==> src/rtl/proyecto_pc_core.sv <==
// proyecto_pc_core: single-cycle 8-bit processor running a fixed program from an internal ROM.
// Datapath: 4 x 8-bit register file, ALU with Z/C flags, 16-byte data RAM and an output latch.
// ROM_IMAGE packs word i at bits [16*i +: 16]. Its default is the built-in demo program.
module proyecto_pc_core #(
   parameter int unsigned PC_W    = 5,
   parameter int unsigned DMEM_AW = 4,
   parameter logic [16*(2**PC_W)-1:0] ROM_IMAGE = {
      {23{16'h0000}},
      16'hF000,  // 8 HLT
      16'hE800,  // 7 OUT R2
      16'h9802,  // 6 LD  R2,[2]
      16'hA002,  // 5 ST  R0,[2]
      16'h3100,  // 4 SUB R0,R1
      16'hE000,  // 3 OUT R0
      16'h2100,  // 2 ADD R0,R1
      16'h1403,  // 1 LDI R1,3
      16'h1005   // 0 LDI R0,5
   }
) (
   input  logic            clk,
   input  logic            rst,
   output logic [PC_W-1:0] pc,
   output logic [7:0]      out_port,
   output logic            out_valid,
   output logic            halted,
   output logic            zero_flag,
   output logic            carry_flag
);

   localparam logic [3:0] OP_NOP = 4'h0;
   localparam logic [3:0] OP_LDI = 4'h1;
   localparam logic [3:0] OP_ADD = 4'h2;
   localparam logic [3:0] OP_SUB = 4'h3;
   localparam logic [3:0] OP_AND = 4'h4;
   localparam logic [3:0] OP_OR  = 4'h5;
   localparam logic [3:0] OP_XOR = 4'h6;
   localparam logic [3:0] OP_SHL = 4'h7;
   localparam logic [3:0] OP_SHR = 4'h8;
   localparam logic [3:0] OP_LD  = 4'h9;
   localparam logic [3:0] OP_ST  = 4'hA;
   localparam logic [3:0] OP_JMP = 4'hB;
   localparam logic [3:0] OP_JZ  = 4'hC;
   localparam logic [3:0] OP_JC  = 4'hD;
   localparam logic [3:0] OP_OUT = 4'hE;
   localparam logic [3:0] OP_HLT = 4'hF;

   // Architectural state
   logic [PC_W-1:0] r_pc;
   logic [7:0]      r_regs [4];
   logic            r_z;
   logic            r_c;
   logic [7:0]      r_out;
   logic            r_out_valid;
   logic            r_halted;
   logic [7:0]      r_dmem [2**DMEM_AW];

   // Decode and datapath wires
   logic [15:0]        w_rom [2**PC_W];
   logic [15:0]        w_instr;
   logic [3:0]         w_op;
   logic [1:0]         w_rd;
   logic [1:0]         w_rs;
   logic [7:0]         w_imm;
   logic [7:0]         w_a;
   logic [7:0]         w_b;
   logic [DMEM_AW-1:0] w_dmem_addr;
   logic [7:0]         w_ld_data;
   logic [7:0]         w_alu_res;
   logic               w_alu_c;
   logic               w_alu_en;
   logic               w_rf_we;
   logic [7:0]         w_rf_wdata;
   logic [PC_W-1:0]    w_pc_inc;
   logic [PC_W-1:0]    w_jmp_tgt;
   logic [PC_W-1:0]    w_pc_next;

   for (genvar gi = 0; gi < 2**PC_W; gi++) begin : g_rom
      assign w_rom[gi] = ROM_IMAGE[16*gi +: 16];
   end

   assign w_instr     = w_rom[r_pc];
   assign w_op        = w_instr[15:12];
   assign w_rd        = w_instr[11:10];
   assign w_rs        = w_instr[9:8];
   assign w_imm       = w_instr[7:0];
   assign w_a         = r_regs[w_rd];
   assign w_b         = r_regs[w_rs];
   assign w_dmem_addr = w_imm[DMEM_AW-1:0];
   assign w_ld_data   = r_dmem[w_dmem_addr];
   assign w_pc_inc    = r_pc + PC_W'(1);
   assign w_jmp_tgt   = w_imm[PC_W-1:0];

   // ALU: result and carry/borrow for opcodes 2-8; w_alu_en marks flag-updating ops
   always_comb begin
      w_alu_res = 8'h00;
      w_alu_c   = 1'b0;
      w_alu_en  = 1'b1;
      case (w_op)
         OP_ADD: {w_alu_c, w_alu_res} = {1'b0, w_a} + {1'b0, w_b};
         OP_SUB: begin
            w_alu_res = w_a - w_b;
            w_alu_c   = (w_a < w_b);
         end
         OP_AND: w_alu_res = w_a & w_b;
         OP_OR:  w_alu_res = w_a | w_b;
         OP_XOR: w_alu_res = w_a ^ w_b;
         OP_SHL: begin
            w_alu_res = {w_a[6:0], 1'b0};
            w_alu_c   = w_a[7];
         end
         OP_SHR: begin
            w_alu_res = {1'b0, w_a[7:1]};
            w_alu_c   = w_a[0];
         end
         default: w_alu_en = 1'b0;
      endcase
   end

   // Register-file write source selection
   always_comb begin
      w_rf_we    = w_alu_en;
      w_rf_wdata = w_alu_res;
      case (w_op)
         OP_LDI: begin
            w_rf_we    = 1'b1;
            w_rf_wdata = w_imm;
         end
         OP_LD: begin
            w_rf_we    = 1'b1;
            w_rf_wdata = w_ld_data;
         end
         default: ;
      endcase
   end

   // Next PC: branches test the flags held before this instruction
   always_comb begin
      w_pc_next = w_pc_inc;
      case (w_op)
         OP_JMP: w_pc_next = w_jmp_tgt;
         OP_JZ:  if (r_z) w_pc_next = w_jmp_tgt;
         OP_JC:  if (r_c) w_pc_next = w_jmp_tgt;
         OP_HLT: w_pc_next = r_pc;
         default: ;
      endcase
   end

   // Core state update; everything freezes once halted
   always_ff @(posedge clk or posedge rst) begin
      if (rst) begin
         r_pc        <= '0;
         for (int i = 0; i < 4; i++) r_regs[i] <= 8'h00;
         r_z         <= 1'b0;
         r_c         <= 1'b0;
         r_out       <= 8'h00;
         r_out_valid <= 1'b0;
         r_halted    <= 1'b0;
      end else begin
         r_out_valid <= 1'b0;
         if (!r_halted) begin
            r_pc <= w_pc_next;
            if (w_rf_we) r_regs[w_rd] <= w_rf_wdata;
            if (w_alu_en) begin
               r_z <= (w_alu_res == 8'h00);
               r_c <= w_alu_c;
            end
            if (w_op == OP_OUT) begin
               r_out       <= w_a;
               r_out_valid <= 1'b1;
            end
            if (w_op == OP_HLT) r_halted <= 1'b1;
         end
      end
   end

   // Data RAM: not reset, writes suppressed while in reset or halted
   always_ff @(posedge clk) begin
      if (!rst && !r_halted && (w_op == OP_ST)) r_dmem[w_dmem_addr] <= w_a;
   end

   assign pc         = r_pc;
   assign out_port   = r_out;
   assign out_valid  = r_out_valid;
   assign halted     = r_halted;
   assign zero_flag  = r_z;
   assign carry_flag = r_c;

endmodule

==> config.mk <==
export PLATFORM = sky130hd
export DESIGN_NAME = proyecto_pc_core
export DESIGN_NICKNAME = d
export VERILOG_FILES = /design/src/rtl/proyecto_pc_core.sv
export SDC_FILE = /design/constraint.sdc
export NUM_CORES = 1
export LEC_CHECK = 0
export CAP_MARGIN = 20
export CORE_UTILIZATION = 36
export DETAILED_ROUTE_END_ITERATION = 8
export GPL_TIMING_DRIVEN = 0
export PLACE_DENSITY_LB_ADDON = 0.15
export SETUP_SLACK_MARGIN = 0.05
export SLEW_MARGIN = 0
export SYNTH_ARGS = -nofsm -noshare
export SYNTH_HDL_FRONTEND = slang
export SYNTH_SLANG_ARGS = --single-unit
export TNS_END_PERCENT = 50
==> constraint.sdc <==
create_clock -name clk -period 4.3 [get_ports clk]
set_clock_uncertainty 0.2 [all_clocks]
set_input_delay 0.86 -clock clk [delete_from_list [all_inputs] [get_ports clk]]
set_output_delay 0.86 -clock clk [all_outputs]
set_load 0.05 [all_outputs]
Yosys cells after proc, flatten, opt, wreduce, memory -nomap -nowiden
Memory sizes are Yosys's and may differ from the RTL's.
Index checks and enable logic that the tools add are counted.
{"block": "classes", "add_sub_neg": 3, "n_div": 0, "n_mux": 25, "shift": 0, "eq_ne": 15, "multipliers": 0, "n_lt_le_gt_ge": 5, "reduce_logical": 12, "bitwise": 8}
{"op": "$pmux W8 S7", "count": 1}
{"op": "$mux W8", "count": 5}
{"op": "$bmux W8 S2", "count": 2}
{"op": "$bwmux W32", "count": 1}
{"op": "$eq A4 B4 Y1 const B", "count": 8}
{"op": "$mux W16", "count": 2}
{"op": "$pmux W5 S4", "count": 1}
{"op": "$demux W8 S2", "count": 1}
{"op": "$eq A4 B3 Y1 const B", "count": 4}
{"op": "$pmux W8 S2", "count": 1}
{"op": "$mux W5", "count": 2}
{"op": "$add A8 B8 Y9", "count": 1}
{"op": "$and A8 B8 Y8", "count": 1}
{"op": "$eq A4 B2 Y1 const B", "count": 2}
{"op": "$logic_not A8 Y1", "count": 1}
{"op": "$lt A8 B8 Y1", "count": 1}
{"op": "$mux W1", "count": 8}
{"op": "$or A8 B8 Y8", "count": 1}
{"op": "$reduce_and A2 Y1", "count": 4}
{"op": "$sub A8 B8 Y8", "count": 1}
{"op": "$xor A8 B8 Y8", "count": 1}
{"op": "$reduce_or A7 Y1", "count": 1}
{"op": "$ge A3 B3 Y1 const B", "count": 2}
{"op": "$ge A6 B6 Y1 const B", "count": 1}
{"op": "other kinds (10)", "count": 15}
{"block": "totals", "latch_bits": 0, "mem_count": 2, "mem_bits_ro": 512, "elab_cells": 80, "register_bits": 49, "ram_bits": 128}
{"memory": "(no name shown)", "words": 32, "word_bits": 16, "read_ports": 1, "rd_clocked_by_memory_dff": 0, "wr": 0, "line": "81", "rtl": "assign w_instr = w_rom[r_pc];"}
{"memory": "r_dmem", "words": 16, "word_bits": 8, "read_ports": 1, "rd_clocked_by_memory_dff": 0, "wr": 1, "line": "55", "rtl": "logic [7:0] r_dmem [2**DMEM_AW];"}

Longest topological paths before layout
Gate-level depths: netlist of the first run.
{"block": "logic_depth", "ltp_word": 12, "depth_mapped": 17}

Worst setup path before layout of the first run
Ideal clock, no wire load.
{"block": "synth_timing", "kind": "register to register", "start": "register r_pc[1], in the netlist pc[1]", "end": "register r_z, in the netlist zero_flag", "slack_ns": 0.133, "arrival_time_ns": 3.874, "path_stages_with_launch": 15, "setup_ns": 0.092, "path_cell_list": "dfrtp_1 > inv_1 > ha_1 > or4b_1 > buf_2 > o22ai_1 > a21oi_1 > ha_1 > clkbuf_1 > nor3_1 > a2111oi_0 > o221ai_1 > a211oi_1 > inv_1 > o31ai_2"}
{"block": "synth_between", "elab_chain_len": 11}
{"item": "from (decl)", "line": "48", "rtl": "logic [PC_W-1:0] r_pc;"}
{"item": "from (signal assigned)", "line": "161", "rtl": "r_pc <= w_pc_next;"}
{"item": "$not A5 Y6 (not written as such) *", "line": "81"}
{"item": "$mem_v2 Z32 W16 *"}
{"item": "$mux W16 (not written as such) * (2 in series)", "line": "81"}
{"item": "$not A2 Y3 (not written as such) *", "line": "86", "rtl": "assign w_a = r_regs[w_rd];"}
{"item": "$bmux W8 S2 *", "line": "86"}
{"item": "$mux W8 (not written as such) * (2 in series)", "line": "86"}
{"item": "via w_a[5]", "line": "64", "rtl": "logic [7:0] w_a;"}
{"item": "$sub A8 B8 Y8, or another cell as far along", "line": "101", "rtl": "w_alu_res = w_a - w_b;"}
{"item": "$pmux W8 S7 *", "line": "98", "rtl": "case (w_op)"}
{"item": "$logic_not A8 Y1 *", "line": "164", "rtl": "r_z <= (w_alu_res == 8'h00);"}
{"item": "to (signal assigned)", "line": "164"}
{"item": "to (decl)", "line": "50", "rtl": "logic r_z;"}
The timed path passes the listed nets; every way through them passes the cells marked *. The select of a mux whose other input is x is not followed.
A chain may end at the register's enable or synchronous reset.

Worst setup path in the final report of the first run
{"block": "layout_timing", "start": "register r_pc[2], in the netlist pc[2]", "end": "register r_z, in the netlist zero_flag"}
{"block": "layout_between", "elab_chain_len": 11}
{"item": "$not A5 Y6 (not written as such) *", "line": "81"}
{"item": "$mem_v2 Z32 W16 *"}
{"item": "$mux W16 (not written as such) * (2 in series)", "line": "81"}
{"item": "$not A2 Y3, on equally long branches", "line": "86, 87"}
{"item": "$bmux W8 S2, on equally long branches", "line": "86, 87"}
{"item": "$mux W8, on equally long branches (2 in series)", "line": "86, 87"}
{"item": "$sub A8 B8 Y8, or another cell as far along", "line": "101"}
{"item": "$pmux W8 S7", "line": "98"}
{"item": "$logic_not A8 Y1", "line": "164"}
Mark *: on every way between the ends. The rest lies on a longest branch, timed or not. The select of a mux whose other input is x is not followed.

==> results of run 1 <==
flip-flops by register name (all words and copies together), names as in the netlist:
register,count
out_valid,1
carry_flag,1
out_port,8
pc,5
r_regs,24
zero_flag,1
r_dmem,48
halted,1
how the worst max path moves through the flow:
stage | startpoint | endpoint | slack (ns) | depth (start not counted)
2_1_floorplan | pc[1] | zero_flag | 0.13 | 14
3_3_place_gp | pc[1] | r_regs[30] | -0.59 | 14
3_5_place_dp | pc[1] | r_regs[20] | -0.55 | 14
4_1_cts | pc[1] | zero_flag | 0.06 | 14
5_1_grt | pc[3] | zero_flag | 0.05 | 14
6_report | pc[2] | zero_flag | 0.16 | 14
layout by cell type, fill, tap and decap left out, types with 8 or more instances in the layout:
cell	count
conb_1	32
buf_2	8
nand2_1	36
inv_1	27
buf_4	15
edfxtp_1	48
a21oi_1	17
dfrtp_1	39
mux4_2	12
mux2_2	16
nor2_1	35
clkbuf_16	9
a31oi_1	11
nor3_1	8
clkdlybuf4s50_1	18
ha_1	27
o21ai_0	19
critical path, stage by stage (launching register included):
cell and delay (ns):
dfrtp_1 0.40, clkbuf_4 0.20, buf_4 0.19, nor4b_2 0.42
a22oi_1 0.15, and2_2 0.30, ha_1 0.35, a21oi_1 0.28
nor2b_1 0.11, o21a_1 0.18, a311oi_1 0.32, o221ai_2 0.19
a2111oi_2 0.40, nand4_1 0.16, o31ai_2 0.19
power by group through the flow:
stage	logic [mW]	registers, mW	clock network, mW
final	0.0322	0.913	0.853
after global routing	0.0367	0.913	0.910
after CTS	0.0301	0.912	0.880
after detailed placement	0.0300	0.930	0
after global placement	0.0290	0.929	0
after floorplan	0.0141	0.935	0
what timing repair did:
action                     CTS  global route
setup endpoints to repair   20            16
pin swaps                    2             3
resized for setup           20            20
setup buffers                4             7
cell type report:
type | count | area [µm²]
Inverter | 32 | 126.4
Timing Repair Buffer | 31 | 287.8
Multi-Input combinational cell | 374 | 2950
Sequential cell | 89 | 2470
Tap cell | 184 | 230.2
Clock inverter | 7 | 93.84
Fill cell | 1393 | 8103
Clock buffer | 9 | 225.2
Buffer | 18 | 102.6
per-layer routing:
| metal | GRT usage | vias up | part of all wire |
|---|---|---|---|
| li1 | - | 1940 | - |
| met1 | 0.2657 | 2073 | 0.45 |
| met2 | 0.3013 | 140 | 0.44 |
| met3 | 0.04725 | 37 | 0.055 |
| met4 | 0.1176 | 0 | 0.050 |
| met5 | 0 | - | 0 |
through the flow:
step                setup TNS (ns)  worst slack [ns]  hold slack (ns)  instance area, µm²    util
finish                           0            0.1575           0.2825                6486  0.4446
global route                     0           0.04576           0.3058                6486  0.4446
CTS                              0           0.06280           0.2900                6354  0.4355
detailed placement          -5.764           -0.5494           0.2738                5924  0.4061
global placement            -5.302           -0.5853           0.2690                5919  0.4057
floorplan                        0            0.1334           0.2581                5509       -
logic make-up (layout without fill, tap and decap cells):
kind of cell,count (synthesis),in the layout,share of synthesized area
adder cells (fa/ha/maj),33,33,0.07935
AND/OR/NAND/NOR,131,131,0.1246
XOR/XNOR,4,4,0.006498
AO/OA/AOI/OAI,138,138,0.1891
buffers and inverters,53,97,0.04269
flip-flops,89,89,0.4575
other,1,32,0.0006954
multiplexers,36,36,0.09954
==> results list, run 1 <==
- Once placement completed, the tool counted placed cells totaling slightly above 700.
- Sort of element at the start of the critical path: register
- Tightest Hold Check Type: reg -> reg
- Max-cap violations in this run came to 0.
* Total half-perimeter wirelength after legalization and detailed placement: between 10,000 and 15,000 µm
- All-layer global routing usage: 0.2015
* Worst-case register-to-register setup slack: approximately 0.16 ns
- Flop and latch count out of synthesis: 89
* Vias in the first global route: approximately 4,200
- Clock tree synthesis inserted a total of 9 buffers.
- The first global-routing pass estimated about 24,000 µm of wire.
- The worst hold path passes through 2 cells.
- Final setup viols: 0
- Count of pins over their slew limit: 0
* Post-synth EDFFs: 48
- Share of power burned in the clock network: 0.475
* Depth of the CTS H-tree: 3
- For the worst setup path, the data arrival time is ~4.2 ns.
- Distinct cell type count of the synthesized netlist: 82
- Of the post-synthesis cell area, the dominant cell type holds 0.2673.
* Slew at the pin closest to its max-slew limit: approximately 1.0 ns
- Initial core utilization: 0.3696
- The later pin in the worst-skew pair is clocked with a latency of around 0.36 ns.
* Max Clk Rate: between 200 and 250 MHz
- Measured along the y axis, the die boundary spans 124.4 µm.
- DR pass1 iterations: 5
- The die covers 15,470 µm².
- The worst register-to-register path begins at pc[2].
- Setup repair after global routing left no endpoint under its margin.
* Count of final hold-check violations: 0
* Overflow left after global routing: 0
* Nets: around 600
- A synthesized cell averages 11.12 µm².
- Sort of element at the end of the critical path: register
- Among all cell types in the netlist, the one instantiated most often is edfxtp_1.
- Sw frac: 0.2069
* Routed length per instance: 20.23 µm
- Number of instances in the synthesized netlist: 485
- DRT Wirelength: roughly 15,000 µm
- Leading area contributor after synthesis: edfxtp_1
- Clock Tree Root: clkbuf_16
- STA puts the critical path data required time at between 4 and 5 ns.
- Worst-case hold path end point: out_port[0]
- Sequential area share after synthesis: 0.4575
- For this design the ratio of total power to cell area is roughly 280 nW/µm².
* Launch instance of the worst min-delay path: out_port[0]
- Worst IR Drop VDD: between 0.2 and 0.25 mV
- In this run the horizontal extent of the chip is roughly 120 µm.
- The first routing iteration left between 300 and 400 violations.
- The Yosys step of the flow raised 0 warnings.
* Crit path time final: approximately 4.1 ns
- CTS saw 89 sinks.
- Max Fanout on Critical Path: 10
- Internal power comes to roughly 1.4 mW.
- After the flow finishes, the layout carries non-filler instances totaling roughly 740.
- Total power: roughly 1.8 mW
* Slew HR: 0.3258
- Input and output buffers added on the ports amount to 18.
- Once detail routing completed, the nets flagged for antenna violations numbered 0.
- Area contributors post-synth: edfxtp_1 (27%), dfrtp_1 (19%), ha_1 (7.2%)
- Dividing the detail-routed via count by the number of cells gives roughly 5.6.
* TritonCTS clock tree: done
* Drt drc: 0
- In the finished design, the share of the clock period the worst path needs comes to 0.9634.
* Hold buffer count at CTS: 0
- RR Endpoint: zero_flag
- Proportion of layout cells with a drive suffix above 1: 0.2161
- The share of total power dissipated in combinational logic is 0.018.
* Psw: around 0.37 mW
* Weighted congestion reported at the end of routability-driven placement: approximately 0.96
* Critical path start-end classification: reg -> reg
- Max Root-Sink Buffers: 2
- The routed layout has approximately 4,200 vias.
* Reported leakage power: between 2 and 2.5 nW
- Row Count: 44
- Top Ports: 19
* Most numerous cell types in the synthesized netlist: edfxtp_1 (48), dfrtp_1 (41), nor2_1 (37)
* Async SR Flop Fraction: 0.4607
- After floorplanning, the core was sized to cover about 15,000 µm².
- The number of antenna violations at the first check in global routing came to 0.
- Worst-path clk slew: 0.07 ns
- Counting cells, the worst reg-to-reg path comes to 14.
- In the synthesized netlist the dominant register cell turns out to be edfxtp_1.
- Result of the run: finished clean
- Layout overhead on the synthesized area: 20.28%
- Of the total power, registers draw 0.508.
- Pin count of the biggest net entering global routing: between 40 and 50
- The number of antenna diodes in the final layout is 0.
- The synthesized netlist occupies a cell area of about 5400 µm².
(Power assumes the default switching activity.)
==> inputs of run 2 (changes only) <==
--- a/config.mk
+++ b/config.mk
@@ -11,7 +11,7 @@
 export GPL_TIMING_DRIVEN = 0
 export PLACE_DENSITY_LB_ADDON = 0.15
 export SETUP_SLACK_MARGIN = 0.05
-export SLEW_MARGIN = 0
+export SLEW_MARGIN = 20
 export SYNTH_ARGS = -nofsm -noshare
 export SYNTH_HDL_FRONTEND = slang
 export SYNTH_SLANG_ARGS = --single-unit
==> run 2 against run 1 <==
  * Largest power group unchanged
  * Fmax increased by 0.63%
  * Worst setup slack improved by 0.026 ns
  * Via count about the same
  * Highest routed layer unchanged
  * Hold slack got worse by 0.0024 ns
  * Critical path depth unchanged
==> results list, run 2 (synthesis gave the netlist of run 1 again) <==
- Latest clock arrival within the worst-skew pair: 0.36 ns (about the same)
- Number of port buffers: 18 (unchanged)
- The total core area came to 14,590 µm² (unchanged).
* Critical R2R Launch: pc[2]
* Worst-path clk slew: 0.07 ns (about the same)
* Max reg flops: 48 (unchanged)
- The pin count of the biggest net entering global routing was 35 (-17%).
* Row Count: 44 (unchanged)
- The timing-limited maximum frequency is 242.9 MHz (+0.63%).
- Register bank with the most flops: r_dmem
- The sum of net half-perimeters after detailed placement is 11,010 µm (-0.88%).
- Dpl ws: -0.5497 ns (-0.0002510 ns)
- Biggest cell delay along the critical path: 0.50 ns (+0.08 ns)
- Post-route standard cell area excluding fillers: 6529 µm² (+0.66%)
- Number of placed instances, taps included: 719 (unchanged)
- For this design, the slowest cell found on the critical path is fa_1.
- The die height came to 124.4 µm (unchanged).
* Vias after detailed routing: 4,187 (-0.072%)
* Sort of element at the start of the critical path: register
- Sort of element at the end of the critical path: register
- Highest-count cells in the layout ignoring fill and taps: edfxtp_1 (48), dfrtp_1 (39), nand2_1 (36)
- The critical path is of the reg -> reg type.
* # diodes: 0 (unchanged)
* Result of the run: finished clean
* Die area: 15,470 µm² (unchanged)
* Post-route non-filler standard cell count: 741 (-0.40%)
- The library cell used most frequently in the layout, excluding fill and tap cells, is edfxtp_1.
* Cell area after placement: 5944 µm² (+0.34%)
* Combined buffer and inverter count along the critical path: 3 (+1)
* Utilization after layout: 0.4475 (+0.002916)
- Depth of the CTS H-tree: 3 (unchanged)
* Count of pins over their slew limit: 0 (unchanged)
- The number of antenna violations at the first check in global routing is 0 (unchanged).
* Hold Path Cell Cnt: 2 (unchanged)
- The final-layout worst hold slack was 0.2802 ns (-0.002359 ns).
* Final setup viols: 0 (unchanged)
* Vias in the first global route: 4,073 (-1.9%)
- The total DRC errors in the routed layout was 0 (unchanged).
- The number of CTS-inserted buffers was 9 (unchanged).
- Proportion of layout cells with a drive suffix above 1: 0.2136 (-0.002427)
- The data required time of the worst path is 4.36 ns (about the same).
- Traced cell by cell, the critical path runs through clkbuf_4 -> buf_4 -> and2_1 -> o21ai_4 -> a221oi_4 -> inv_2 -> ha_1 -> fa_1 -> a31oi_4 -> nor2_1 -> a211o_1 -> a2111oi_2 -> nand4_1 -> o31ai_2.
* Overflow left after global routing: 0 (unchanged)
- The overall routing resource usage was 0.1995 (-0.001995).
- Clock tree synthesis selected as its root buffer the cell clkbuf_16.
- The headroom to the max-slew limit came to 0.2687 (-0.05715).
- The measured slew at the worst slew-check pin came to 1.089 ns (+0.07929 ns).
- First-pass GRT wire length: 23,370 µm (-0.94%)
- The total number of cells along the worst setup path was 14 (unchanged).
- The number of iterations in the first detailed-routing pass came to 5 (unchanged).
* Layout overhead on the synthesized area: 21.07%
* Horizontal die dimension: 124.4 µm (unchanged)
- Max Root-Sink Buffers: 2 (unchanged)
- The critical path starts at pc[2].
- The worst IR drop on VDD is 0.2917 mV (+37%).
* Setup repair after global routing missed its margin: no
- Count of final hold-check violations: 0 (unchanged)
* TritonCTS clock tree: done
* Fin worst setup slack: 0.1834 ns (+0.02585 ns)
* Tightest Hold Check Type: reg -> reg
- The time the final worst path needs with I/O delays and setup came to 4.117 ns (-0.02585 ns).
- Initial core utilization: 0.3696 (unchanged)
* Post-route ant nets: 0 (unchanged)
* Nets: 587 (-0.51%)
* Total power density per cell area: 274.8 nW/µm² (-0.87%)
- The leakage power of the design was 2.455 nW (+0.53%).
- The number of violations reported at the end of detailed-routing iteration 0 came to 349 (-3.1%).
* Max Fanout on Critical Path: 11 (+1)
- The number of max-capacitance violations reported is 0 (unchanged).
* Data arrival time of the critical path: 4.18 ns (-0.03 ns)
- The period utilization is 0.9574 (-0.006012).
- The wire length reported by the detailed router is 15,090 µm (+0.25%).
- Among cell families on the critical path, the largest total delay comes from compound AO/OA/AOI/OAI gates.
- The number of clock sinks came to 89 (unchanged).
* Weighted congestion reported at the end of routability-driven placement: 0.9571 (unchanged)
* Routed length per instance: 20.36 µm (+0.66%)
- RR Endpoint: zero_flag
- The number of primary I/O pins came to 19 (unchanged).
- Following the worst setup path forward leads to its endpoint at zero_flag.
* Via-per-instance ratio: 5.650 (+0.33%)
- Worst Reg2Reg Path Length in Cells: 14 (unchanged)
* Worst-case register-to-register setup slack: 0.18 ns (+0.03 ns)
run 2: worst reg2reg max path, cell delays in order, from the launching register on:
cell	delay, ns
dfrtp_1	0.38
clkbuf_4	0.23
buf_4	0.22
and2_1	0.25
o21ai_4	0.11
a221oi_4	0.37
inv_2	0.17
ha_1	0.28
fa_1	0.50
a31oi_4	0.23
nor2_1	0.06
a211o_1	0.34
a2111oi_2	0.34
nand4_1	0.16
o31ai_2	0.19
run 2: worst min path at each step:
stage / start / endpoint / slack (ns)
floorplan: r_regs[27] / r_regs[27] / 0.26
global route: out_port[0] / out_port[0] / 0.31
finish: out_port[0] / out_port[0] / 0.28
CTS: out_port[0] / out_port[0] / 0.29
global placement: out_port[6] / out_port[6] / 0.27
detailed placement: out_port[0] / out_port[0] / 0.27
run 2: what timing repair did:
item                       CTS  global route
hold buffers                 0             0
setup endpoints to repair   20            16
pin swaps                    2             3
gates resized for setup     19            27
setup buffers                3             6
gates cloned                 0             0
run 2: where the power goes:
group	internal [mW]	leakage, nW	switching (mW)	total [mW]
clock network	0.508	0.150	0.341	0.849
logic	0.00907	1.34	0.0233	0.0324
registers	0.908	0.965	0.00415	0.913
total	1.43	2.45	0.368	1.79
run 2: cell type report:
type,count,area (µm²)
multi-input cells,374,3000
plain buffers,18,105.1
flip-flops and latches,89,2470
repair buffers,28,280.3
fillers,1363,8060
clock buffers,9,225.2
clock inverters,7,93.84
inverters,32,123.9
well taps,184,230.2
run 2: layer usage:
layer / track usage / vias up / wire, µm
li1: - / 1929 / -
met1: 0.2617 / 2088 / 6783
met3: 0.05670 / 33 / 854
met4: 0.09001 / 0 / 591
met2: 0.3045 / 137 / 6858
met5: 0 / - / 0
run 2: metrics by stage:
| stage | total power, mW | TNS, ns |
|---|---|---|
| 2_1_floorplan | 0.9496 | 0 |
| 3_3_place_gp | 0.9584 | -5.302 |
| 3_5_place_dp | 0.9621 | -5.401 |
| 4_1_cts | 1.823 | 0 |
| 5_1_grt | 1.861 | 0 |
| 6_report | 1.794 | 0 |
==> inputs of run 3 (changes only) <==
--- a/config.mk
+++ b/config.mk
@@ -5,7 +5,8 @@
 export SDC_FILE = /design/constraint.sdc
 export NUM_CORES = 1
 export LEC_CHECK = 0
-export CAP_MARGIN = 20
+export CAP_MARGIN = 30
+export CORE_MARGIN = 3
 export CORE_UTILIZATION = 36
 export DETAILED_ROUTE_END_ITERATION = 8
 export GPL_TIMING_DRIVEN = 0
==> run 3 against run 2 <==
  * Critical endpoint is now r_regs[31]
  * Critical path depth decreased by 1
  * Worst setup slack got worse by 0.046 ns
  * Clock power decreased by 9.2%
  * Via count increased by 0.19%
  * Highest routed layer unchanged
  * Combinational power about the same
  * Sequential share of layout area decreased by 0.072 points
  * Design area increased by 0.19%
==> results list, run 3 (synthesis gave the netlist of run 1 again) <==
* Count of routing violations after the opening detailed-route iteration: 403 (+15%)
- The sum of net half-perimeters after detailed placement came to 11,240 µm (+2.1%).
- The number of max-slew violations in the final report was 0 (unchanged).
- Max Clk Rate: 240.2 MHz (-1.1%)
- Proportion of layout cells with a drive suffix above 1: 0.2228 (+0.009172)
* All-layer global routing usage: 0.1947 (-0.004744)
- Max-cap violations: 0 (unchanged)
- Total power density per cell area: 262.5 nW/µm² (-4.5%)
* Cell area after placement: 5952 µm² (+0.13%)
- Worst-path clk slew: 0.07 ns (about the same)
- The final-report hold violation count came to 0 (unchanged).
- Global routing's busiest layer: met2
- Cells along the critical path: buf_2 -> or4b_1 -> buf_2 -> o22ai_1 -> a21oi_4 -> ha_2 -> a21o_1 -> o2bb2ai_1 -> o41ai_2 -> or3_1 -> o2111ai_1 -> a21o_1 -> mux2_2
- The fill cell total of the finished layout is 1,376 (+0.95%).
- Crit share post-route: 0.9680 (+0.01066)
* Pin count of the biggest net entering global routing: 22 (-37%)
- Leaving out fill and tap cells, the most frequent cells in the layout are edfxtp_1 (48), dfrtp_1 (39), nand2_1 (36).
- Clock Tree Root: clkbuf_16
* Max Root-Sink Buffers: 2 (unchanged)
- Vias after detailed routing: 4,195 (+0.19%)
* Register bank with the most flops: r_dmem
- Critical path start-end classification: reg -> reg
* Sort of element at the end of the critical path: register
- The number of primary I/O pins was 19 (unchanged).
- The number of standard cells in the layout, taps in and fillers out came to 745 (+0.54%).
* Worst IR Drop VDD: 0.1912 mV (-34%)
- The fraction of met2 tracks used by global routing came to 0.3105 (+0.005933).
- Initial antenna violation count: 0 (unchanged)
* Hold buffer count at CTS: 0 (unchanged)
- The total core area was 14,590 µm² (unchanged).
- Reported leakage power: 2.460 nW (+0.24%)
* Cell with the largest stage delay on the worst path: or4b_1
- The die area is 16,480 µm² (+6.5%).
- # diodes: 0 (unchanged)
- Latest clock arrival within the worst-skew pair: 0.35 ns (about the same)
- The net count reported at finish is 591 (+0.68%).
- Layout overhead on the synthesized area: 21.30%
* Result of the run: finished clean
* Post-route standard cell area excluding fillers: 6541 µm² (+0.19%)
- The cell family contributing the most delay on the critical path is compound AO/OA/AOI/OAI gates.
- Horizontal die dimension: 128.4 µm (+3.2%)
- The wire length per cell after detailed routing was 20.76 µm (+1.9%).
- The data required time of the worst path is 4.33 ns (-0.03 ns).
* Sort of element at the start of the critical path: register
- Area of the multi-input gates: 3013 µm² (+0.42%)
- The arrival time at the worst endpoint came to 4.19 ns (about the same).
- TritonCTS built the clock tree.
* M1 GR Usage: 0.2632 (+0.001458)
- The wire length reported by the detailed router was 15,470 µm (+2.5%).
* Final setup viols: 0 (unchanged)
- First-pass GRT wire length: 24,240 µm (+3.7%)
- Number of port buffers: 18 (unchanged)
- GR met3 Demand/Resource: 0.03445 (-0.02225)
- The time the final worst path needs with I/O delays and setup is 4.162 ns (+0.04585 ns).
- Number of placed instances, taps included: 719 (unchanged)
- The total overflow reported by the global router is 0 (unchanged).
- Tightest Hold Check Type: reg -> reg
- The total power after layout came to 1.717 mW (-4.3%).
* DR pass1 iterations: 4 (-1)
- Die Span Y: 128.4 µm (+3.2%)
- Leaving out fill and tap cells, the most frequent cell in the layout is edfxtp_1.
- The sum of buffers and inverters on the critical path is 2 (-1).
* Vias in the first global route: 4,212 (+3.4%)
- The initial core utilization came to 0.3696 (unchanged).
- Depth of the CTS H-tree: 3 (unchanged)
- The sequential cell area is 2470 µm² (unchanged).
- The headroom to the max-slew limit is 0.3174 (+0.04870).
* Post-route ant nets: 0 (unchanged)
- The placement row count was 44 (unchanged).
- Slew at the pin closest to its max-slew limit: 1.018 ns (-0.07081 ns)
* Via-per-instance ratio: 5.631 (-0.35%)
- The number of clock sinks came to 89 (unchanged).
* Max Fanout on Critical Path: 10 (-1)
- The flip-flop count of the largest register, all copies and words added came to 48 (unchanged).
* Drt drc: 0 (unchanged)
* Weighted congestion reported at the end of routability-driven placement: 0.9134 (-4.6%)
- The number of CTS-inserted buffers came to 9 (unchanged).
- Biggest cell delay along the critical path: 0.49 ns (about the same)
==> run 3: changes by cell type in the layout (fill, tap and decap cells not counted), moves of 2 or more <==
cell	previous run	this run
clkbuf_1	5	8
clkbuf_2	0	3
fa_1	2	0
fa_2	0	2
nor2_2	2	0
nor2_4	0	2
o21ai_0	19	21
o21ai_1	7	5
o22ai_1	5	7
o22ai_2	3	1
==> run 3: worst paths after layout <==
path | from | to | slack [ns] | cells past startpoint
worst max-delay path | pc[4] | r_regs[31] | 0.14 | 13
worst min-delay path | out_port[1] | out_port[1] | 0.28 | 2
worst max register to register | pc[4] | r_regs[31] | 0.14 | 13
worst min register to register | out_port[1] | out_port[1] | 0.28 | 2
min in group asynchronous | rst | pc[2] | 0.72 | 2
max in group asynchronous | rst | out_port[3] | 2.68 | 3
==> run 3: layer usage <==
metal / routed length, µm / vias to the layer above
met3: 642 / 28
met2: 7213 / 122
li1: - / 1935
met1: 7110 / 2110
met4: 498 / 0
met5: 0 / -
==> run 3: final cells by class <==
| class | instances | area share |
|---|---|---|
| multi-input cells | 374 | 0.4606 |
| flip-flops and latches | 89 | 0.3776 |
| repair buffers | 32 | 0.04782 |
| clock buffers | 12 | 0.03615 |
| well taps | 184 | 0.03520 |
| inverters | 32 | 0.01932 |
| plain buffers | 18 | 0.01626 |
| clock inverters | 4 | 0.007077 |
==> run 3: power breakdown <==
group	leakage [nW]	switching [mW]	internal, mW
logic	1.36	0.0230	0.00972
clock network	0.134	0.323	0.448
registers	0.965	0.00426	0.909
==> run 3: per-stage QoR <==
| stage | TNS, ns | hold slack [ns] | worst slack, ns | util |
|---|---|---|---|---|
| 6_report | 0 | 0.2823 | 0.1375 | 0.4484 |
| 3_3_place_gp | -6.528 | 0.2689 | -0.6710 | 0.4057 |
| 2_1_floorplan | 0 | 0.2581 | 0.1334 | - |
| 5_1_grt | -0.04972 | 0.3147 | -0.03957 | 0.4484 |
| 3_5_place_dp | -6.714 | 0.2749 | -0.6846 | 0.4080 |
| 4_1_cts | 0 | 0.2937 | 0.05600 | 0.4396 |
==> run 3: what timing repair did <==
item,in CTS,in global routing
resized for setup,27,23
pin swaps,3,7
endpoints found under the setup margin,20,15
buffers inserted,6,5
==> run 3: worst min-delay path: stages (launching register included) <==
cell     delay [ns]
dfrtp_1        0.34
nand2_1        0.05
o21ai_0        0.06
